==> src/rtl/tdm_demux_pkg.sv <==
// ---------------------------------------------------------------------------
// tdm_demux_pkg
//   Shared types and helpers for the TDM receive path (tdm_demux and its
//   slot counter).
//     state_e : FSM state encoding, IDLE=1'b0 (waiting for slot 0),
//               RECV=1'b1 (collecting slots 1..CH_NUM-1)
//     cnt_w() : width of the slot counter for a given channel count
// ---------------------------------------------------------------------------
package tdm_demux_pkg;

  typedef enum logic {
    IDLE = 1'b0,
    RECV = 1'b1
  } state_e;

  function automatic int cnt_w(input int ch_num);
    return $clog2(ch_num);
  endfunction

endpackage

==> src/rtl/tdm_slot_cnt.sv <==
// ---------------------------------------------------------------------------
// tdm_slot_cnt
//   Slot index counter for the TDM demux. Holds the index of the next slot
//   to be written into the shadow buffer.
//   Ports:
//     sys_clk  in   system clock, rising edge
//     sys_rst  in   synchronous reset, active-high (cnt -> 0)
//     clr      in   cnt <= 0            (highest priority)
//     load1    in   cnt <= 1            (slot 0 just accepted)
//     inc      in   cnt <= cnt + 1      (ignored once cnt is at the last slot)
//     cnt      out  current slot index, $clog2(CH_NUM) bits
//     last     out  cnt == CH_NUM-1
// ---------------------------------------------------------------------------
module tdm_slot_cnt
  import tdm_demux_pkg::*;
#(
  parameter int CH_NUM = 2
) (
  input  logic                        sys_clk,
  input  logic                        sys_rst,
  input  logic                        clr,
  input  logic                        load1,
  input  logic                        inc,
  output logic [cnt_w(CH_NUM)-1:0]    cnt,
  output logic                        last
);

  localparam int CW = cnt_w(CH_NUM);

  logic [CW-1:0] cnt_q;
  logic [CW-1:0] cnt_d;

  assign last = (cnt_q == CW'(CH_NUM - 1));
  assign cnt  = cnt_q;

  // NOTE: every always_comb output gets a default on its first line; a path
  // that leaves it unassigned would infer a latch.
  always_comb begin
    cnt_d = cnt_q;
    if (clr) begin
      cnt_d = '0;
    end else if (load1) begin
      cnt_d = CW'(1);
    end else if (inc && !last) begin
      // Saturate at the last slot so the index never wraps.
      cnt_d = cnt_q + 1'b1;
    end
  end

  // NOTE: sequential state is updated with non-blocking assignments only, so
  // every flop samples the pre-edge value of every other flop.
  always_ff @(posedge sys_clk) begin
    if (sys_rst) begin
      cnt_q <= '0;
    end else begin
      cnt_q <= cnt_d;
    end
  end

endmodule

==> src/rtl/tdm_demux.sv <==
// ---------------------------------------------------------------------------
// tdm_demux
//   Receive side of the channel-select mux path. Collects CH_NUM consecutive
//   slot samples (slot 0 flagged by in_sof) into a shadow buffer and publishes
//   them as one parallel word only when the whole frame has arrived, so the
//   outputs never show a partial frame.
//   Ports:
//     sys_clk    in   system clock, rising edge
//     sys_rst    in   synchronous reset, active-high
//     in_data    in   DATA_W     slot sample
//     in_valid   in   1          in_data/in_sof qualify this cycle
//     in_sof     in   1          sample is slot 0 of a frame
//     out_data   out  CH_NUM*DATA_W last complete frame, slot i at [i*DATA_W +: DATA_W]
//     out_valid  out  1          one-cycle pulse, out_data just updated
//     err_sync   out  1          one-cycle pulse, framing error seen
//     err_cnt    out  8          (TDM_DEMUX_ERRCNT_EN only) saturating count
//                                of err_sync pulses
//   Build option: define TDM_DEMUX_ERRCNT_EN to add the err_cnt port and its
//   counter; otherwise neither exists.
// ---------------------------------------------------------------------------
module tdm_demux
  import tdm_demux_pkg::*;
#(
  parameter int CH_NUM = 2,
  parameter int DATA_W = 1
) (
  input  logic                       sys_clk,
  input  logic                       sys_rst,
  input  logic [DATA_W-1:0]          in_data,
  input  logic                       in_valid,
  input  logic                       in_sof,
  output logic [CH_NUM*DATA_W-1:0]   out_data,
  output logic                       out_valid,
  output logic                       err_sync
`ifdef TDM_DEMUX_ERRCNT_EN
  ,
  output logic [7:0]                 err_cnt
`endif
);

  localparam int CW   = cnt_w(CH_NUM);
  localparam int SH_W = (CH_NUM - 1) * DATA_W;

  state_e                      state_q, state_d;
  logic [SH_W-1:0]             shadow_q, shadow_d;
  logic [CH_NUM*DATA_W-1:0]    out_data_q, out_data_d;
  logic                        out_valid_q, out_valid_d;
  logic                        err_sync_q, err_sync_d;

  logic                        cnt_clr;
  logic                        cnt_load1;
  logic                        cnt_inc;
  logic [CW-1:0]               cnt;
  logic                        cnt_last;

  tdm_slot_cnt #(
    .CH_NUM (CH_NUM)
  ) u_slot_cnt (
    .sys_clk (sys_clk),
    .sys_rst (sys_rst),
    .clr     (cnt_clr),
    .load1   (cnt_load1),
    .inc     (cnt_inc),
    .cnt     (cnt),
    .last    (cnt_last)
  );

  always_comb begin
    state_d     = state_q;
    shadow_d    = shadow_q;
    out_data_d  = out_data_q;
    out_valid_d = 1'b0;
    err_sync_d  = 1'b0;
    cnt_clr     = 1'b0;
    cnt_load1   = 1'b0;
    cnt_inc     = 1'b0;

    if (in_valid) begin
      case (state_q)
        IDLE: begin
          if (in_sof) begin
            shadow_d[DATA_W-1:0] = in_data;
            cnt_load1            = 1'b1;
            state_d              = RECV;
          end else begin
            // Sample outside any frame: dropped.
            err_sync_d = 1'b1;
          end
        end
        RECV: begin
          if (in_sof) begin
            // Short frame; sof wins even on the last slot. Restart from slot 0.
            err_sync_d           = 1'b1;
            shadow_d[DATA_W-1:0] = in_data;
            cnt_load1            = 1'b1;
          end else if (cnt_last) begin
            // Last slot goes straight to the output, never via the shadow.
            out_data_d  = {in_data, shadow_q};
            out_valid_d = 1'b1;
            cnt_clr     = 1'b1;
            state_d     = IDLE;
          end else begin
            for (int i = 0; i < CH_NUM - 1; i++) begin
              if (cnt == CW'(i)) begin
                shadow_d[i*DATA_W +: DATA_W] = in_data;
              end
            end
            cnt_inc = 1'b1;
          end
        end
        default: state_d = IDLE;
      endcase
    end
  end

  // NOTE: the shadow buffer is reset along with the control flops so a reset
  // mid-frame leaves no stale slot data that could be observed later.
  always_ff @(posedge sys_clk) begin
    if (sys_rst) begin
      state_q     <= IDLE;
      shadow_q    <= '0;
      out_data_q  <= '0;
      out_valid_q <= 1'b0;
      err_sync_q  <= 1'b0;
    end else begin
      state_q     <= state_d;
      shadow_q    <= shadow_d;
      out_data_q  <= out_data_d;
      out_valid_q <= out_valid_d;
      err_sync_q  <= err_sync_d;
    end
  end

  assign out_data  = out_data_q;
  assign out_valid = out_valid_q;
  assign err_sync  = err_sync_q;

`ifdef TDM_DEMUX_ERRCNT_EN
  logic [7:0] err_cnt_q, err_cnt_d;

  // Counts on the same edge that raises err_sync; sticks at 8'hFF.
  always_comb begin
    err_cnt_d = err_cnt_q;
    if (err_sync_d && (err_cnt_q != 8'hFF)) begin
      err_cnt_d = err_cnt_q + 8'd1;
    end
  end

  always_ff @(posedge sys_clk) begin
    if (sys_rst) begin
      err_cnt_q <= 8'd0;
    end else begin
      err_cnt_q <= err_cnt_d;
    end
  end

  assign err_cnt = err_cnt_q;
`endif

endmodule

==> config.mk <==
export PLATFORM = sky130hd
export DESIGN_NAME = tdm_demux
export DESIGN_NICKNAME = d
export VERILOG_FILES = /design/src/rtl/tdm_demux_pkg.sv /design/src/rtl/tdm_slot_cnt.sv /design/src/rtl/tdm_demux.sv
export SDC_FILE = /design/constraint.sdc
export NUM_CORES = 1
export LEC_CHECK = 0
export CAP_MARGIN = 0
export CORE_AREA = 2 2 39 41
export CTS_CLUSTER_DIAMETER = 100
export DETAILED_ROUTE_END_ITERATION = 10
export DIE_AREA = 0 0 41 43
export DONT_BUFFER_PORTS = 1
export HOLD_SLACK_MARGIN = 0.12
export MAX_ROUTING_LAYER = met4
export SLEW_MARGIN = 20
export SYNTH_ARGS = -nofsm -noshare
export SYNTH_HDL_FRONTEND = slang
export SYNTH_SLANG_ARGS = --single-unit
==> constraint.sdc <==
create_clock -name sys_clk -period 1.15 [get_ports sys_clk]
set_input_delay 0.115 -clock sys_clk [delete_from_list [all_inputs] [get_ports sys_clk]]
set_output_delay 0.115 -clock sys_clk [all_outputs]
set_load 0.05 [all_outputs]
## Yosys cells after proc, flatten, opt, wreduce, memory -nomap -nowiden

Cells that the tools add are included.

| storage, ports and cells | value |
|---|---|
| register bits after elaboration | 7 |
| logic and storage cells | 39 |

| cells by class | value |
|---|---|
| add/subtract/negate cells | 1 |
| equal/unequal tests | 2 |
| mux-type cells | 20 |
| bitwise operators | 3 |
| reductions and logical operators | 7 |

Operators with widths:

| operator | count |
|---|---|
| two-way mux 1 bit | 17 |
| case mux 1 bit (2 select lines) | 3 |
| AND reduction 4 bit | 1 |
| OR reduction 2 bit | 2 |
| inequality test 3 bit, second input constant | 1 |
| NOT 1 bit | 3 |
| AND reduction 3 bit | 1 |
| inequality test 2 bit, second input constant | 1 |
| nonzero test 2 bit | 1 |
| adder 1 bit, second input constant | 1 |
| logical AND 1 bit | 1 |
| logical NOT 1 bit | 1 |

## Longest topological paths before layout

Gate-level depths: netlist (run 1).

| depth | value |
|---|---|
| depth after elaboration | 7 |
| gate-level depth with buffers | 5 |
| mapped depth without buffers | 5 |

## Cells and area by module

From an unflattened synthesis (run 1), not the netlist that was laid out.

| second synthesis, totals | value |
|---|---|
| cells, all modules | 34 |
| area, all modules | 314.1 sq um |

By module, submodules not included:

| module | instances | cells each | area an instance (sq um) | seq. area each (sq um) |
|---|---|---|---|---|
| tdm_demux | 1 | 30 | 276.5 | 120.1 |
| tdm_slot_cnt | 1 | 4 | 37.5 | 20.0 |

## Worst setup path after synthesis (run 1)

No wires, ideal clock.

| timing | value |
|---|---|
| path kind | register -> register |
| start | register state_q |
| end | register shadow_q |
| setup time | 0.119 ns |
| arrival time | 0.851 ns |
| required time | 1.031 ns |
| setup slack | 0.180 ns |
| stages on the path, launching flop included | 5 |
| buffers on the path | 0 |
| period minus slack after synthesis | 0.970 ns |
| cells stage by stage | dfxtp_1 -> inv_1 -> ha_1 -> nand3b_1 -> mux2i_1 |

| on the way | value |
|---|---|
| cells in the longest elaborated chain, start to end | 3 |
| elaborated cells on any way between the ends | 5 |
| classes of those cells | 2 x eq/ne; 1 x mux; 1 x bitwise; 1 x reduce/logical |

Ends and longest elaborated chain:

| element | line | RTL |
|---|---|---|
| start: declaration | tdm_demux.sv:44 | `state_e state_q, state_d;` |
| start signal: assignment | tdm_demux.sv:126 | `state_q <= state_d;` |
| NOT 1 bit | n/a |  |
| inequality test 2 bit (no source line) | n/a |  |
| AND reduction 3 bit (no source line) | n/a |  |
| end signal: assignment | tdm_demux.sv:127 | `shadow_q <= shadow_d;` |
| end: declaration | tdm_demux.sv:45 | `logic [SH_W-1:0] shadow_q, shadow_d;` |

Parallel ways exist; a longest one is shown, timed or not.
A chain may end at the register's enable or synchronous reset.

## Worst setup path after layout (run 1)

| timing | value |
|---|---|
| start | input in_sof |
| end | register u_slot_cnt.cnt_q (netlist: u_slot_cnt.cnt) |

| on the way | value |
|---|---|
| cells in the longest elaborated chain, start to end | 5 |
| elaborated cells on any way between the ends | 12 |
| classes of those cells | 9 x mux; 3 x reduce/logical |

Ends and longest elaborated chain:

| element | line | RTL |
|---|---|---|
| start: declaration | tdm_demux.sv:31 | `input logic in_sof,` |
| two-way mux 1 bit | tdm_demux.sv:91 | `if (in_sof) begin` |
| two-way mux 1 bit | tdm_demux.sv:79 | `case (state_q)` |
| two-way mux 1 bit | tdm_demux.sv:78 | `if (in_valid) begin` |
| logical AND 1 bit | tdm_slot_cnt.sv:44 | `end else if (inc && !last) begin` |
| nonzero test 2 bit (no source line) | n/a |  |
| end signal: assignment | tdm_slot_cnt.sv:56 | `cnt_q <= cnt_d;` |
| end: declaration | tdm_slot_cnt.sv:30 | `logic [CW-1:0] cnt_q;` |

Parallel ways exist; a longest one is shown, timed or not.

==> results.toml, run 1 <==
[outcome]
status = "finished, final reports clean"

[synthesis]
yosysSeqAreaShare_pct = 47.3
ys_top_cells_by_count = "dfxtp_1 (7), nand3b_1 (3), nor2_1 (3)"
synth_top_cell_area_share_pct = 47.3
ys_seq_elements = 7
yosysWarnings = 0
ys_types = 14
synth_ff_type = "dfxtp_1"
synth_area_per_cell_um2 = 10.2
ys_async_sr_fraction_pct = 0
synth_top_cell_by_area = "dfxtp_1"
synthCells = 29
yosys-top-cells-area = "dfxtp_1 (47%), ha_1 (8.4%), nand3b_1 (7.6%)"
synth_edf_count = 0
synth.most_common_cell = "dfxtp_1"
syn_nets = 36
synth_area_um2 = 297

[critical_path]
required_ps = 1280
start_kind = "input pin"
crit_arrival_ps = 1150
cp-end-kind = "flop"
cp_cell_sequence = "dlygate4sd3_1 -> nand4b_2 -> nor3b_2"
critPathMaxFanout = 6
critPathSlowestCell = "dlygate4sd3_1"
crit_buf_inv = 1
path_class = "in2reg"
path_delay_family = "buffers and inverters"
slowest_delay_ps = 550

[sta]
tns_ps = 0
worst_pin_slew_ps = 472
setup_violations = 0
slew_viol_final = 0
finalCriticalPeriod_ps = 1030
slew_headroom_pct = 68.5
timing.fmax_mhz = 973
fin_skew_ps = 3.21
rsz0062_at_grt = "no"
finalHoldViolCount = 0
fin_crit_sh_pct = 89.3

[global_routing]
grt_pass1_wl_um = 876
grt_pass1_vias = 208
grt_overflow = 0
antenna_found_initial = 0
gr-usage-all-layers_pct = 8.35
grt_max_degree = 9

[layout]
drive_gt1_share_pct = 17.9
diodes = 0
area_growth_pct = 34.2
fin_nets = 47
stdcell_count = 55

[routing]
wl_per_cell_um = 9.40
drt_pass1_iterations = 2
wl_um = 517
antenna_left = 0
initialDrtViolationCount = 2
drc = 0
viasPerCell = 4.07
vias = 224

[clock_network]
clkTransAtPathRegs_ps = 50
ctsResizeCount = 0
h-tree-depth = 1
clock_sinks = 7
cts-root-buf = "clkbuf_4"
clock_path_buffers = 2
cts_tree = "built"
cts_buffers = 3
clk_latency_ps = 250

[place]
dpl.hpwl_um = 369
port_buffers = 0
gp_congestion = 0.656
placed_cells = 47

[floorplanning]
fp.coreArea_um2 = 1380
rows = 14
start_util_pct = 21.4
ios = 9
die_w_um = 41
fp.dieArea_um2 = 1760
die-height_um = 43

[job]
max_cap_viol_count = 0

[pwr]
p_leak_nw = 0.170
p_total_uw = 533
ir_drop_mv = 0.524
power.density_nw_per_um2 = 1340

[worst_hold_path]
hold_class = "in2reg"
==> registers in the layout (all words and copies together), names as in the netlist <==
register and count:
out_valid 1, u_slot_cnt.cnt 1, shadow_q 1, out_data 2, state_q 1, err_sync 1
==> through the flow <==
step / hold WS [ps] / setup WS (ps) / util, % / instance area, um2
after floorplan: 185 / 180 / - / 297
after global placement: 187 / 143 / 24.0 / 332
after detailed placement: 190 / 120 / 24.0 / 332
after CTS: 149 / 119 / 28.8 / 398
after global routing: 154 / 39.2 / 28.8 / 398
final: 154 / 122 / 28.8 / 398
==> report_power, final <==
| part | internal, mW | switching [mW] | leakage (nW) |
|---|---|---|---|
| logic | 0.0271 | 0.0209 | 0.0974 |
| clock network | 0.132 | 0.0843 | 0.0150 |
| registers | 0.253 | 0.0154 | 0.0572 |
==> placed cells by master (no fill, tap or decap) <==
cell | Yosys | layout
dfxtp_1 | 7 | 7
dlygate4sd3_1 | 0 | 4
nor2_1 | 3 | 3
nand3b_1 | 3 | 3
clkbuf_4 | 0 | 3
inv_1 | 2 | 2
nand2b_1 | 2 | 2
o21ai_1 | 2 | 2
nand2_1 | 2 | 2
ha_1 | 2 | 2
buf_4 | 0 | 2
o21a_1 | 1 | 1
nand4b_2 | 1 | 1
nor3b_2 | 1 | 1
a22oi_1 | 1 | 1
nor3b_1 | 1 | 1
mux2i_1 | 1 | 1
clkbuf_1 | 0 | 1
==> final cells by class <==
class	instances	area, um2
fill	152	986
clock buffer	4	26.3
inverter	2	7.51
tap	16	20.0
sequential	7	140
timing repair buffer	6	55.1
multi-input combinational	20	149
==> worst paths after layout <==
check        startpoint             end  slack, ps  cells past startpoint
max reg2reg     state_q        shadow_q        130                      4
min reg2reg    shadow_q     out_data[0]        470                      2
max              in_sof  u_slot_cnt.cnt        120                      3
min            in_valid  u_slot_cnt.cnt        150                      3
==> tightest hold or removal path, stage by stage <==
cell,delay (ps)
o21a_1,80
nor2_1,100
nor3b_2,50
==> repair_timing <==
action / CTS / global route
hold buffers: 4 / 0
hold endpoints to repair: 7 / 0
buffers inserted: 0 / 0
==> routing by layer <==
layer	GRT usage [%]	share of wire (%)
met5	-	0
met4	2.00	0
met3	10.5	10
met2	10.3	45
met1	8.09	45
==> cells by family after synthesis <==
kind of cell / after synthesis / share of synthesized area (%)
muxes: 1 / 3.38
adders and majority gates: 2 / 8.44
buffers and inverters: 2 / 2.53
AOI/OAI and AO/OA: 4 / 8.44
DFF: 7 / 47.3
and+or+nand+nor: 13 / 30.0
Power figures use the tool's default switching activity.
==> run 2: changes to the inputs <==
--- a/config.mk
+++ b/config.mk
@@ -11,9 +11,12 @@
 export DETAILED_ROUTE_END_ITERATION = 10
 export DIE_AREA = 0 0 41 43
 export DONT_BUFFER_PORTS = 1
+export GPL_TIMING_DRIVEN = 0
 export HOLD_SLACK_MARGIN = 0.12
 export MAX_ROUTING_LAYER = met4
+export PLACE_DENSITY_LB_ADDON = 0.2
 export SLEW_MARGIN = 20
 export SYNTH_ARGS = -nofsm -noshare
 export SYNTH_HDL_FRONTEND = slang
+export SYNTH_HIERARCHICAL = 1
 export SYNTH_SLANG_ARGS = --single-unit
==> run 2 against run 1 <==
Non-clock buffer count unchanged; via count increased by 18%; sequential share of layout area is 1.8 points lower; global-route usage is 3.0 points higher; power rose by 5.0%.
==> results.toml, run 2 <==
[outcome]
status = "finished, final reports clean"

[floorplanning]
die-height_um = 43
fp.dieArea_um2 = 1760
fp.coreArea_um2 = 1380
die_w_um = 41
rows = 14
ios = 9
start_util_pct = 22.7

[place]
placed_cells = 50
port_buffers = 0
gp_congestion = 0.800

[synthesis]
ys_seq_elements = 7
ys_top_cells_by_count = "dfxtp_1 (7), inv_1 (4), nor2_1 (3), nor3_1 (3)"
ys_types = 17
yosysWarnings = 6
ys_async_sr_fraction_pct = 0
synth_ff_type = "dfxtp_1"
yosysSeqAreaShare_pct = 44.6
synth_area_um2 = 314
synth_area_per_cell_um2 = 9.24
synth_top_cell_area_share_pct = 44.6
synth_edf_count = 0
synth_top_cell_by_area = "dfxtp_1"
synthCells = 34
yosys-top-cells-area = "dfxtp_1 (45%), ha_1 (8.0%), nor3_1 (4.8%)"
syn_nets = 41
synth.most_common_cell = "dfxtp_1"

[clock_network]
h-tree-depth = 1
cts_tree = "built"
clkTransAtPathRegs_ps = 50
clock_path_buffers = 2
cts_buffers = 3
clock_sinks = 7
cts-root-buf = "clkbuf_4"
clk_latency_ps = 250

[layout]
final_common_cell = "dfxtp_1"
largest_reg_flops = 2
final_cell_mix = "dfxtp_1 (6), dlygate4sd3_1 (4)"
stdcell_count = 59
drive_gt1_share_pct = 25.6
fin_util_pct = 31.1
diodes = 0
area_growth_pct = 37.1
fin_nets = 51

[sta]
tns_ps = 0
setup_violations = 0
worst_pin_slew_ps = 507
finalCriticalPeriod_ps = 1140
rsz0062_at_grt = "yes"
slew_viol_final = 0
fin_skew_ps = 0.910
finalHoldViolCount = 0
fin_crit_sh_pct = 99.1
slew_headroom_pct = 66.2
timing.fmax_mhz = 878

[pwr]
p_int_uw = 420
pwr-share-clk_pct = 40.2
power.density_nw_per_um2 = 1300
p_total_uw = 559
ir_drop_mv = 0.510
pwr-share-seq_pct = 48.1
p_comb_share_pct = 11.7
power.switching_uw = 139
p_leak_nw = 0.200
sw_frac_of_total_pct = 24.9

[routing]
antenna_left = 0
vias = 264
wl_um = 694
initialDrtViolationCount = 2
viasPerCell = 4.47
wl_per_cell_um = 11.8
drc = 0
drt_pass1_iterations = 4

[critical_path]
path_delay_family = "flip-flops"
slowest_delay_ps = 380
crit_buf_inv = 1
cp-end-kind = "flop"
crit_start = "state_q"
path_class = "reg2reg"
crit_arrival_ps = 1280
rr_startpoint = "state_q"
required_ps = 1300
cp_cell_sequence = "inv_4 -> ha_4 -> and2b_1 -> a21oi_2 -> a41o_1"
critPathMaxFanout = 5
critPathSlowestCell = "dfxtp_4"
start_kind = "flop"

[global_routing]
grt_max_degree = 8
grt_overflow = 0
antenna_found_initial = 0
gr-usage-all-layers_pct = 11.3
grt_pass1_vias = 262
grt_pass1_wl_um = 1190

[worst_hold_path]
hold_class = "in2reg"
hp-start = "in_valid"

[job]
max_cap_viol_count = 0
## run 2: cell count changes in the layout (fill, tap and decap cells not counted), sizes merged
| cell | delta |
|---|---|
| a21oi | +2 |
| a22oi | -1 |
| a41o | +1 |
| and2 | +1 |
| and2b | +1 |
| inv | +2 |
| nand2b | -1 |
| nand3 | +1 |
| nand3b | -3 |
| nor3 | +3 |
| nor3b | -1 |
| o21a | -1 |
## run 2: cells by family after synthesis
family	synth area share, %
adders and majority gates	7.97
muxes	3.19
and+or+nand+nor	27.5
buffers and inverters	7.17
AOI/OAI and AO/OA	9.56
DFF	44.6
## run 2: cell type report
cell class              instances  area, um2
well taps                      16       20.0
plain buffers                   1       7.51
repair buffers                  5       47.5
fillers                       156        953
inverters                       4       17.5
multi-input cells              22        168
clock buffers                   4       26.3
flip-flops and latches          7        144
## run 2: layer usage
layer | track usage (%) | part of all wire [%] | up-vias | routed length [um]
met5 | - | 0 | - | 0
met4 | 4.00 | 0 | 0 | 0
met3 | 9.95 | 7.5 | 0 | 52
met2 | 15.9 | 55 | 9 | 380
met1 | 10.9 | 38 | 122 | 261
li1 | - | - | 133 | -
## run 2: metrics by stage
| step | hold slack, ps | setup WS [ps] | cell area (um2) |
|---|---|---|---|
| 3_3_place_gp | 187 | -35.2 | 334 |
| 6_report | 155 | 10.8 | 430 |
| 2_1_floorplan | 185 | 19.9 | 314 |
| 5_1_grt | 169 | -46.9 | 430 |
| 4_1_cts | 128 | 6.81 | 412 |
| 3_5_place_dp | 188 | -68.9 | 334 |
## run 2: final timing paths
path	end	slack, ps	cells past startpoint
setup / recovery	shadow_q	10	5
hold / removal	state_q	160	3
hold reg to reg	out_data[0]	500	2
setup reg to reg	shadow_q	10	5
## run 2: power groups by stage
stage          sequential (mW)  combinational (mW)  clock (mW)
5_1_grt                  0.270              0.0726       0.267
3_5_place_dp             0.273              0.0378           0
2_1_floorplan            0.272              0.0328           0
3_3_place_gp             0.273              0.0363           0
6_report                 0.269              0.0654       0.225
4_1_cts                  0.267              0.0576       0.239
## run 2: worst reg2reg max path, delay by kind of cell, from the launching register on
kind | cells | cell delay, ps
flops | 1 | 380
compound gates | 2 | 260
simple gates | 1 | 220
fa+ha+maj | 1 | 140
buf+inv | 1 | 40
## run 2: what timing repair did
action,CTS,global route
hold endpoints to repair,7,0
hold buffers,4,0
pin swaps,0,1
buffers inserted,1,0
gates resized for setup,2,5
endpoints found under the setup margin,1,1
